File: src/rtl/mem_access_unit.sv
// Load/store unit: one request at a time through IDLE -> ACCESS -> RESP.
// It aligns the address and store data to 64-bit memory lanes and extracts and extends load results.
module mem_access_unit (
    input  logic        clk,
    input  logic        rst,
    input  logic        req_valid,
    output logic        req_ready,
    input  logic        req_wen,
    input  logic [1:0]  req_size,
    input  logic        req_signed,
    input  logic [63:0] req_addr,
    input  logic [63:0] req_wdata,
    output logic [63:0] mem_raddr,
    output logic [63:0] mem_waddr,
    output logic        mem_read,
    output logic        mem_write,
    output logic [63:0] mem_wdata,
    output logic [7:0]  mem_wmask,
    input  logic [63:0] mem_rdata,
    output logic        resp_valid,
    input  logic        resp_ready,
    output logic [63:0] resp_rdata,
    output logic        resp_misaligned
);
    localparam int unsigned XLEN  = 64;
    localparam int unsigned LANES = 8;
    localparam int unsigned OFFW  = 3;

    localparam logic [1:0] S_IDLE   = 2'd0;
    localparam logic [1:0] S_ACCESS = 2'd1;
    localparam logic [1:0] S_RESP   = 2'd2;

    logic [1:0]       state;
    logic [1:0]       state_next;
    logic             lat_wen;
    logic             lat_signed;
    logic [1:0]       lat_size;
    logic [OFFW-1:0]  lat_off;
    logic             req_aligned;
    logic             accept;
    logic [LANES-1:0] req_mask;
    logic [XLEN-1:0]  load_shifted;
    logic [XLEN-1:0]  load_ext;

    // Natural alignment check and byte-enable pattern of the incoming request
    always_comb begin
        req_aligned = 1'b1;
        req_mask    = 8'h01;
        unique case (req_size)
            2'd0: begin req_aligned = 1'b1;                  req_mask = 8'h01; end
            2'd1: begin req_aligned = (req_addr[0] == 1'b0);   req_mask = 8'h03; end
            2'd2: begin req_aligned = (req_addr[1:0] == 2'b0); req_mask = 8'h0F; end
            default: begin req_aligned = (req_addr[2:0] == 3'b0); req_mask = 8'hFF; end
        endcase
    end

    assign accept = (state == S_IDLE) && req_valid;

    always_ff @(posedge clk) begin
        if (rst) begin
            state <= S_IDLE;
        end else begin
            state <= state_next;
        end
    end

    always_comb begin
        state_next = state;
        unique case (state)
            S_IDLE:   if (req_valid) state_next = req_aligned ? S_ACCESS : S_RESP;
            S_ACCESS: state_next = S_RESP;
            S_RESP:   if (resp_ready) state_next = S_IDLE;
            default:  state_next = S_IDLE;
        endcase
    end

    // Move the addressed lane down to bit 0, then truncate and extend
    always_comb begin
        load_shifted = mem_rdata >> {lat_off, 3'b000};
        load_ext     = load_shifted;
        unique case (lat_size)
            2'd0: load_ext = lat_signed ? XLEN'($signed(load_shifted[7:0]))  : XLEN'(load_shifted[7:0]);
            2'd1: load_ext = lat_signed ? XLEN'($signed(load_shifted[15:0])) : XLEN'(load_shifted[15:0]);
            2'd2: load_ext = lat_signed ? XLEN'($signed(load_shifted[31:0])) : XLEN'(load_shifted[31:0]);
            default: load_ext = load_shifted;
        endcase
    end

    // Strobes are armed only for the single cycle following an aligned accept
    always_ff @(posedge clk) begin
        if (rst) begin
            req_ready       <= 1'b1;
            resp_valid      <= 1'b0;
            resp_misaligned <= 1'b0;
            resp_rdata      <= '0;
            mem_read        <= 1'b0;
            mem_write       <= 1'b0;
            mem_wmask       <= '0;
            mem_raddr       <= '0;
            mem_waddr       <= '0;
            mem_wdata       <= '0;
            lat_wen         <= 1'b0;
            lat_signed      <= 1'b0;
            lat_size        <= '0;
            lat_off         <= '0;
        end else begin
            req_ready  <= (state_next == S_IDLE);
            resp_valid <= (state_next == S_RESP);
            mem_read   <= 1'b0;
            mem_write  <= 1'b0;
            mem_wmask  <= '0;
            if (accept) begin
                lat_wen         <= req_wen;
                lat_signed      <= req_signed;
                lat_size        <= req_size;
                lat_off         <= req_addr[2:0];
                mem_raddr       <= {req_addr[63:3], 3'b000};
                mem_waddr       <= {req_addr[63:3], 3'b000};
                mem_wdata       <= req_wdata << {req_addr[2:0], 3'b000};
                resp_rdata      <= '0;
                resp_misaligned <= ~req_aligned;
                if (req_aligned) begin
                    mem_read  <= ~req_wen;
                    mem_write <= req_wen;
                    mem_wmask <= req_mask << req_addr[2:0];
                end
            end
            if (state == S_ACCESS) begin
                resp_rdata <= lat_wen ? '0 : load_ext;
            end
        end
    end
endmodule

File: config.mk
export PLATFORM = sky130hd
export DESIGN_NAME = mem_access_unit
export DESIGN_NICKNAME = d
export VERILOG_FILES = /design/src/rtl/mem_access_unit.sv
export SDC_FILE = /design/constraint.sdc
export NUM_CORES = 1
export LEC_CHECK = 0
export BUFFER_PORTS_ARGS = -buffer_cell sky130_fd_sc_hd__buf_2
export CORE_AREA = 2 2 180 182
export CTS_CLUSTER_DIAMETER = 200
export DETAILED_ROUTE_END_ITERATION = 10
export DIE_AREA = 0 0 182 184
export GPL_TIMING_DRIVEN = 0
export SYNTH_ARGS = -nofsm -noshare
export SYNTH_HDL_FRONTEND = slang
export SYNTH_SLANG_ARGS = --single-unit
File: constraint.sdc
create_clock -name clk -period 3.91 [get_ports clk]
set_input_delay 0.782 -clock clk [delete_from_list [all_inputs] [get_ports clk]]
set_output_delay 0.782 -clock clk [all_outputs]
set_load 0.05 [all_outputs]
# After elaboration in Yosys (flattened, before gate mapping)
# Index checks and enable logic that the tools add are counted.
# totals
input_bits	200
word_cells	50
regBits	211
# op_classes
reduce_logical	9
n_mux	13
n_eq_ne	7
shifts	3
n_bitwise	4
# op_table
operator	n
2-to-1 mux 64 bit	6
one-hot mux 64 bit (3 select lines)	1
left shift 64 x 6 -> 64 bit	1
>> shifter 64 x 6 -> 64 bit	1
one-hot mux 8 bit (3 select lines)	1
zero test 2 bit	5
== test 2 bit, second input constant	4
left shift 8 x 3 -> 8 bit	1
== test 2 x 1 -> 1 bit, second input constant	3
2-to-1 mux 2 bit	3
one-hot mux 2 bit (3 select lines)	1
NOT 1 bit	4
zero test 3 bit	1
one-hot mux 1 bit (3 select lines)	1
OR reduction 3 bit	1
nonzero test 2 bit	1
logical AND 1 bit	1

# Longest topological paths before layout
# Gate-level depths: netlist of run 1.
# logic_depth
depth_word	6
ltp_mapped	8
ltp_nobuf	6

# Worst setup path after synthesis of run 1
# Ideal clock, no wire load.
# synth_timing
kind	input to register
from	in mem_rdata[63]
to	reg resp_rdata[57]
slack_ps	1410
arrival_ps	2371
stages	6
required_ps	3781
cell_sequence	mux2_2 -> mux4_2 -> and4b_4 -> nor4_4 -> buf_6 -> o31ai_1
# synth_between
elab_chain_cells	5
word_cells_on_any_way	7
cone_classes	shift: 1; mux: 6
# synth_rtl
item	line_no	source
start: declaration	19	input logic [63:0] mem_rdata,
>> shifter 64 x 6 -> 64 bit (*)	79	load_shifted = mem_rdata >> {lat_off, 3'b000};
2-to-1 mux 64 bit, on equally long branches	84, 82, 83	
one-hot mux 64 bit (3 select lines) (*)	81	unique case (lat_size)
2-to-1 mux 64 bit (*)	129	resp_rdata <= lat_wen ? '0 : load_ext;
2-to-1 mux 64 bit (*)	128	if (state == S_ACCESS) begin
end signal: assignment	129	
end: declaration	22	output logic [63:0] resp_rdata,
# Mark *: on every way between the ends. The rest lies on a longest branch, timed or not.
# A chain may end at the register's enable or synchronous reset.

# Worst setup path in the final report of run 1
# layout_timing
from	in req_addr[0]
to	reg mem_wdata[32]
# layout_between
elab_chain_cells	1
# layout_rtl
item	line_no	source
start: declaration	11	input logic [63:0] req_addr,
left shift 64 x 6 -> 64 bit	119	mem_wdata <= req_wdata << {req_addr[2:0], 3'b000};
end signal: assignment	119	
end: declaration	17	output logic [63:0] mem_wdata,
# No other way between the ends.

==> impl_metrics.env, run 1 <==
export IMPL_utilization_pct=47.31
export IMPL_grt_max_degree=14
export IMPL_pwr_share_comb_pct=26.4
export IMPL_synth_area_leaders="dfxtp_1, nand2_1, mux2i_1, a21oi_1, buf_4"
export IMPL_dieArea_mm2=0.03349
export IMPL_fp_coreArea_mm2=0.03139
export IMPL_clk_root_buffer_cell="clkbuf_16"
export IMPL_nets=2037
export IMPL_dieHeight_um=184
export IMPL_htreeDepth=1
export IMPL_min_from="resp_rdata[15]"
export IMPL_critPathSlowestCell="nor3b_1"
export IMPL_critPathCaptureType="flop"
export IMPL_power_share_clock_pct=39.2
export IMPL_crit_path_start="req_addr[0]"
export IMPL_dr_pass1_iters=5
export IMPL_synth_top_family_by_area="compound AO/OA/AOI/OAI gates"
export IMPL_cp_arrival_ps=3350
export IMPL_internal_power_mw=4.495
export IMPL_postCtsSetupBuffers=0
export IMPL_rows=65
export IMPL_post_place_ws_ps=512.4
export IMPL_clk_latency_ps=530
export IMPL_busiest_layer="met2"
export IMPL_grt_total_usage_pct=28.99
export IMPL_postRouteAntennaNets=0
export IMPL_netlist_area_leader_share_pct=38.19
export IMPL_switchingPower_mw=2.323
export IMPL_placed_cells=2212
export IMPL_synth_fa_ha_area_share_pct=0
export IMPL_async_reset_ff_share_pct=0
export IMPL_status="finished clean"
export IMPL_start_util_pct=35.24
export IMPL_wl_per_cell_um=22.61
export IMPL_hold_path_class="flop to flop"
export IMPL_yosysUniqueCellTypes=47
export IMPL_tightest_slew_ps=1265
export IMPL_cts_buffers=25
export IMPL_worstReg2RegStart="lat_off[0]"
export IMPL_ys_top_cells_by_count="nand2_1, dfxtp_1, nor2_1, a21oi_1, clkbuf_1"
export IMPL_cpPeakStageDelay_ps=1090
export IMPL_fin_crit_sh_pct=74.45
export IMPL_yosysSeqAreaShare_pct=38.19
export IMPL_port_buffers=460
export IMPL_r2r_setup_slack_ps=1180
export IMPL_num_io_pins=469
export IMPL_grt_use_met3_pct=6.280
export IMPL_drv_slew=0
export IMPL_post_route_drc_count=0
export IMPL_synthCells=1344
export IMPL_cts_resized=0
export IMPL_relSlewSlack_pct=15.51
export IMPL_grt_ovfl_total=0
export IMPL_fmax_ghz=0.3435
export IMPL_ir_drop_mv=0.2556
export IMPL_synth_edf_count=0
export IMPL_ys_flop_type="dfxtp_1"
export IMPL_synth_seq_cells=211
export IMPL_synth_compound_area_share_pct=21.21
export IMPL_hold_buffers=0
export IMPL_vias=12151
export IMPL_die_w_um=182
export IMPL_seq_power_share_pct=34.4
export IMPL_synth_mux_area_share_pct=14.65
export IMPL_syn_area_mm2=0.01106
export IMPL_period_minus_slack_ps=2911
export IMPL_area_growth_pct=34.26
export IMPL_gp_congestion=0.9257
export IMPL_antenna_found_initial=7
export IMPL_setup_ws_ps=998.9
export IMPL_instances_no_fill=2262
export IMPL_avgSynthCellArea_um2=8.231
export IMPL_setup_tns_ps=0
export IMPL_synth_most_common_cell="nand2_1"
export IMPL_drive_above_1_share_pct=36.17
export IMPL_synth_xor_area_share_pct=0
export IMPL_clock_path_buffers=3
export IMPL_cts_sinks=211
export IMPL_met1_usage_pct=37.40
export IMPL_hpwlAfterDp_um=40490
export IMPL_finalClockSkew_ps=11.07
export IMPL_drt_iter0_drc=882
export IMPL_yosysWarnings=0
export IMPL_yosysTopAreaCell="dfxtp_1"
export IMPL_required_ps=4350
export IMPL_drv_cap=0
export IMPL_finalWirelength_um=51150
export IMPL_crit_path_cell_trace="buf_2, buf_1, clkbuf_1, nor3b_1, a21oi_1, a211oi_1"
export IMPL_grt_pass1_vias=11615
export IMPL_clk_pin_slew_ps=60
export IMPL_start_kind="input port"
export IMPL_worstPathMaxFanout=10
export IMPL_rsz0062_at_grt="no"
export IMPL_sw_frac_of_total_pct=34.08
export IMPL_globalRouteMet2Util_pct=47.69
export IMPL_grt_pass1_wl_um=73370
export IMPL_p_per_area_mw_per_mm2=459.1
export IMPL_synth_simple_area_share_pct=16.47
export IMPL_post_drt_via_cell_ratio=5.372
export IMPL_cts_tree="yes"
export IMPL_setup_violations=0
export IMPL_worstSetupPathType="input port to flop"
export IMPL_p_leak_nw=6.887
export IMPL_finalHoldViolCount=0
registers in the layout, indices dropped and copies added, names as in the netlist:
register         cells
resp_rdata          64
state                2
resp_misaligned      1
lat_signed           1
lat_wen              1
mem_wdata           64
mem_read             1
mem_write            1
req_ready            1
lat_off              3
resp_valid           1
mem_wmask            8
mem_raddr           61
lat_size             2
power by group through the flow:
stage / clock network (mW) / logic (mW) / registers [mW]
2_1_floorplan: 0 / 0.860 / 2.72
4_1_cts: 2.72 / 1.79 / 2.34
6_report: 2.68 / 1.80 / 2.34
3_5_place_dp: 0 / 1.78 / 2.39
5_1_grt: 2.80 / 1.90 / 2.35
3_3_place_gp: 0 / 1.78 / 2.38
cell families (layout without fill, tap and decap cells):
group,Yosys count,after routing
simple gates,439,439
compound gates,361,361
other cells,1,11
flops,211,211
buf+inv,194,700
mux,138,138
layout by cell type, fill, tap and decap left out, types with 20 or more instances in the layout:
cell type	Yosys	layout
buf_2	13	473
a211oi_1	61	61
dfxtp_1	211	211
nor2_1	124	124
mux2_2	41	41
buf_4	67	68
a21oi_1	116	116
a22oi_1	38	38
nand2_1	250	250
mux2i_1	82	82
a221o_1	20	20
clkbuf_1	95	98
o21ai_0	63	63
clkbuf_16	0	25
metal layers:
metal / vias to the layer above / wire (um)
li1: 5651 / -
met1: 5780 / 21110
met2: 611 / 23860
met3: 105 / 4280
met4: 4 / 1876
met5: - / 20
path summary, 6_finish.rpt:
path | depth (start not counted) | to
worst min register to register | 2 | resp_rdata[15]
worst max register to register | 8 | resp_rdata[35]
worst max-delay path | 6 | mem_wdata[32]
worst min-delay path | 2 | resp_rdata[15]
critical path: cells and delay by family:
kind / cells / cell delay, ps
compound gates: 2 / 620
buf+inv: 3 / 850
simple gates: 1 / 1090
layout make-up:
type / count / area (um2)
Fill cell: 3239 / 16540
Multi-Input combinational cell: 944 / 5817
Sequential cell: 211 / 4224
Timing Repair Buffer: 461 / 2310
Buffer: 189 / 1027
Clock buffer: 32 / 691.9
Tap cell: 402 / 503.0
Clock inverter: 13 / 247.7
Inverter: 5 / 18.77
Antenna cell: 5 / 12.51
per-stage QoR:
step                instance area [um2]  hold WS, ps  total power, mW
global route                      14840        465.1            7.061
CTS                               14840        456.5            6.853
global placement                  13890        437.4            4.161
floorplan                         11080        436.8            3.576
detailed placement                13900        441.0            4.169
finish                            14850        454.8            6.819
No activity file was read; power rests on OpenSTA's default activity.
==> run 2: changes to the inputs <==
Clock period 3.91 ns to 2.7 ns, I/O delays scaled along.
==> run 2 against run 1 <==
Net effect: die area did not move; worst hold slack got worse by 210 ps; clock power rose by 45%; power rose by 45%; via count barely moved; final cell count did not move; clock-buffer cell count did not move; register-to-register slack got worse by 1100 ps; critical path depth rose by 2; sequential cell count did not move; combinational power rose by 45%; critical path type is now flop to flop; critical endpoint is now resp_rdata[5]; largest power group unchanged.
==> impl_metrics.env, run 2 (synthesis gave the netlist of run 1 again) <==
export IMPL_clk_latency_ps=530
export IMPL_dr_pass1_iters=5
export IMPL_worstSetupPathType="flop to flop"
export IMPL_r2r_setup_slack_ps=40
export IMPL_start_util_pct=35.24
export IMPL_hold_path_class="input port to flop"
export IMPL_grt_pass1_vias=11623
export IMPL_num_io_pins=469
export IMPL_met1_length_um=21040
export IMPL_vias=12144
export IMPL_wl_per_cell_um=22.59
export IMPL_grt_pass1_wl_um=73410
export IMPL_crit_path_start="lat_off[1]"
export IMPL_dieArea_mm2=0.03349
export IMPL_fillers=3238
export IMPL_fin_crit_sh_pct=98.60
export IMPL_antenna_found_initial=7
export IMPL_die_w_um=182
export IMPL_instances_no_fill=2262
export IMPL_fp_coreArea_mm2=0.03139
export IMPL_gp_congestion=0.9257
export IMPL_wl_met2_um=23800
export IMPL_critPathSlowestCell="dfxtp_1"
export IMPL_finalClockSkew_ps=12.59
export IMPL_tightest_slew_ps=880.1
export IMPL_cp_arrival_ps=3060
export IMPL_drv_slew=0
export IMPL_drive_above_1_share_pct=36.39
export IMPL_rr_endpoint="resp_rdata[5]"
export IMPL_drt_iter0_drc=915
export IMPL_grt_max_degree=14
export IMPL_hpwlAfterDp_um=40490
export IMPL_reg_top3="mem_wdata x64, resp_rdata x64, mem_raddr x61"
export IMPL_drv_cap=0
export IMPL_ir_drop_mv=0.3685
export IMPL_post_route_drc_count=0
export IMPL_wl_met3_um=4452
export IMPL_clk_pin_slew_ps=60
export IMPL_grt_total_usage_pct=29.00
export IMPL_layout_commonest_cell="buf_2"
export IMPL_rsz0062_at_grt="no"
export IMPL_endpoint="resp_rdata[5]"
export IMPL_worstReg2RegStart="lat_off[1]"
export IMPL_p_per_area_mw_per_mm2=665.2
export IMPL_hold_depth=2
export IMPL_routed_top_layer="met5"
export IMPL_port_buffers=460
export IMPL_rows=65
export IMPL_p_leak_nw=6.898
export IMPL_clk_root_buffer_cell="clkbuf_16"
export IMPL_nets=2037
export IMPL_clock_path_buffers=3
export IMPL_reg2reg_depth=8
export IMPL_layout_common_cells="buf_2, nand2_1, dfxtp_1, nor2_1, a21oi_1"
export IMPL_cts_tree="yes"
export IMPL_relSlewSlack_pct=40.88
export IMPL_crit_path_cell_trace="clkbuf_8, buf_2, clkbuf_4, mux2_2, mux2i_1, o21ai_0, a22oi_1, nor2_1"
export IMPL_fmax_ghz=0.3756
export IMPL_utilization_pct=47.36
export IMPL_post_drt_via_cell_ratio=5.369
export IMPL_finalWirelength_um=51110
export IMPL_placed_cells=2212
export IMPL_period_minus_slack_ps=2662
export IMPL_worstPathMaxFanout=10
export IMPL_cpPeakStageDelay_ps=430
export IMPL_cts_buffers=25
export IMPL_setup_violations=0
export IMPL_grt_ovfl_total=0
export IMPL_finalHoldViolCount=0
export IMPL_start_kind="flop"
export IMPL_dieHeight_um=184
export IMPL_htreeDepth=1
export IMPL_required_ps=3100
export IMPL_cts_sinks=211
export IMPL_area_growth_pct=34.40
export IMPL_postRouteAntennaNets=0
export IMPL_status="finished clean"
export IMPL_critPathCaptureType="flop"
-- run 2: worst min-delay path by stage --
stage,startpoint,endpoint
3_3_place_gp,resp_rdata[51],resp_rdata[51]
2_1_floorplan,lat_wen,lat_wen
5_1_grt,req_addr[33],mem_raddr[33]
3_5_place_dp,mem_wdata[10],mem_wdata[10]
4_1_cts,req_wen,mem_write
6_report,req_wen,mem_write
-- run 2: critical path, delay by kind of cell, from the launching register on --
kind / cells / cell delay, ps
muxes: 2 / 740
buffers and inverters: 3 / 780
AOI/OAI and AO/OA: 2 / 510
DFF: 1 / 430
and+or+nand+nor: 1 / 50
-- run 2: per-stage QoR --
| step | power (mW) | setup slack, ps | instance area, um2 | hold WS, ps | setup TNS (ps) |
|---|---|---|---|---|---|
| 4_1_cts | 9.925 | 56.89 | 14850 | 220.6 | 0 |
| 3_5_place_dp | 6.038 | -455.6 | 13900 | 441.0 | -9025 |
| 3_3_place_gp | 6.026 | -851.2 | 13890 | 437.4 | -15470 |
| 5_1_grt | 10.23 | 36.70 | 14860 | 233.6 | 0 |
| 6_report | 9.889 | 37.81 | 14870 | 242.1 | 0 |
| 2_1_floorplan | 5.178 | 442.3 | 11080 | 436.8 | 0 |
-- run 2: layout make-up --
class | count | area, um2 | share of cell area (%)
timing repair buffer | 461 | 2310 | 15.54
sequential | 211 | 4224 | 28.41
multi-input combinational | 944 | 5827 | 39.19
tap | 402 | 503.0 | 3.383
inverter | 5 | 18.77 | 0.1262
antenna | 5 | 12.51 | 0.08416
clock inverter | 13 | 247.7 | 1.666
buffer | 189 | 1032 | 6.943
clock buffer | 32 | 691.9 | 4.654
-- run 2: timing repair --
action | 4_1_cts | 5_1_grt
hold buffers | 0 | 0
setup buffers | 0 | 0
hold endpoints to repair | 0 | 0
setup endpoints to repair | 10 | 8
gates cloned | 0 | 0
gates resized for setup | 2 | 4
-- run 2: report_power, final --
group,internal (mW),switching (mW),leakage [nW]
clock network,2.48,1.41,0.464
logic,0.764,1.85,4.71
registers,3.27,0.121,1.72
-- run 2: layer usage --
metal / vias up / global-route usage [%]
met3: 103 / 6.280
met1: 5748 / 37.40
met5: - / 0
met4: 4 / 10.65
li1: 5649 / -
met2: 640 / 47.73
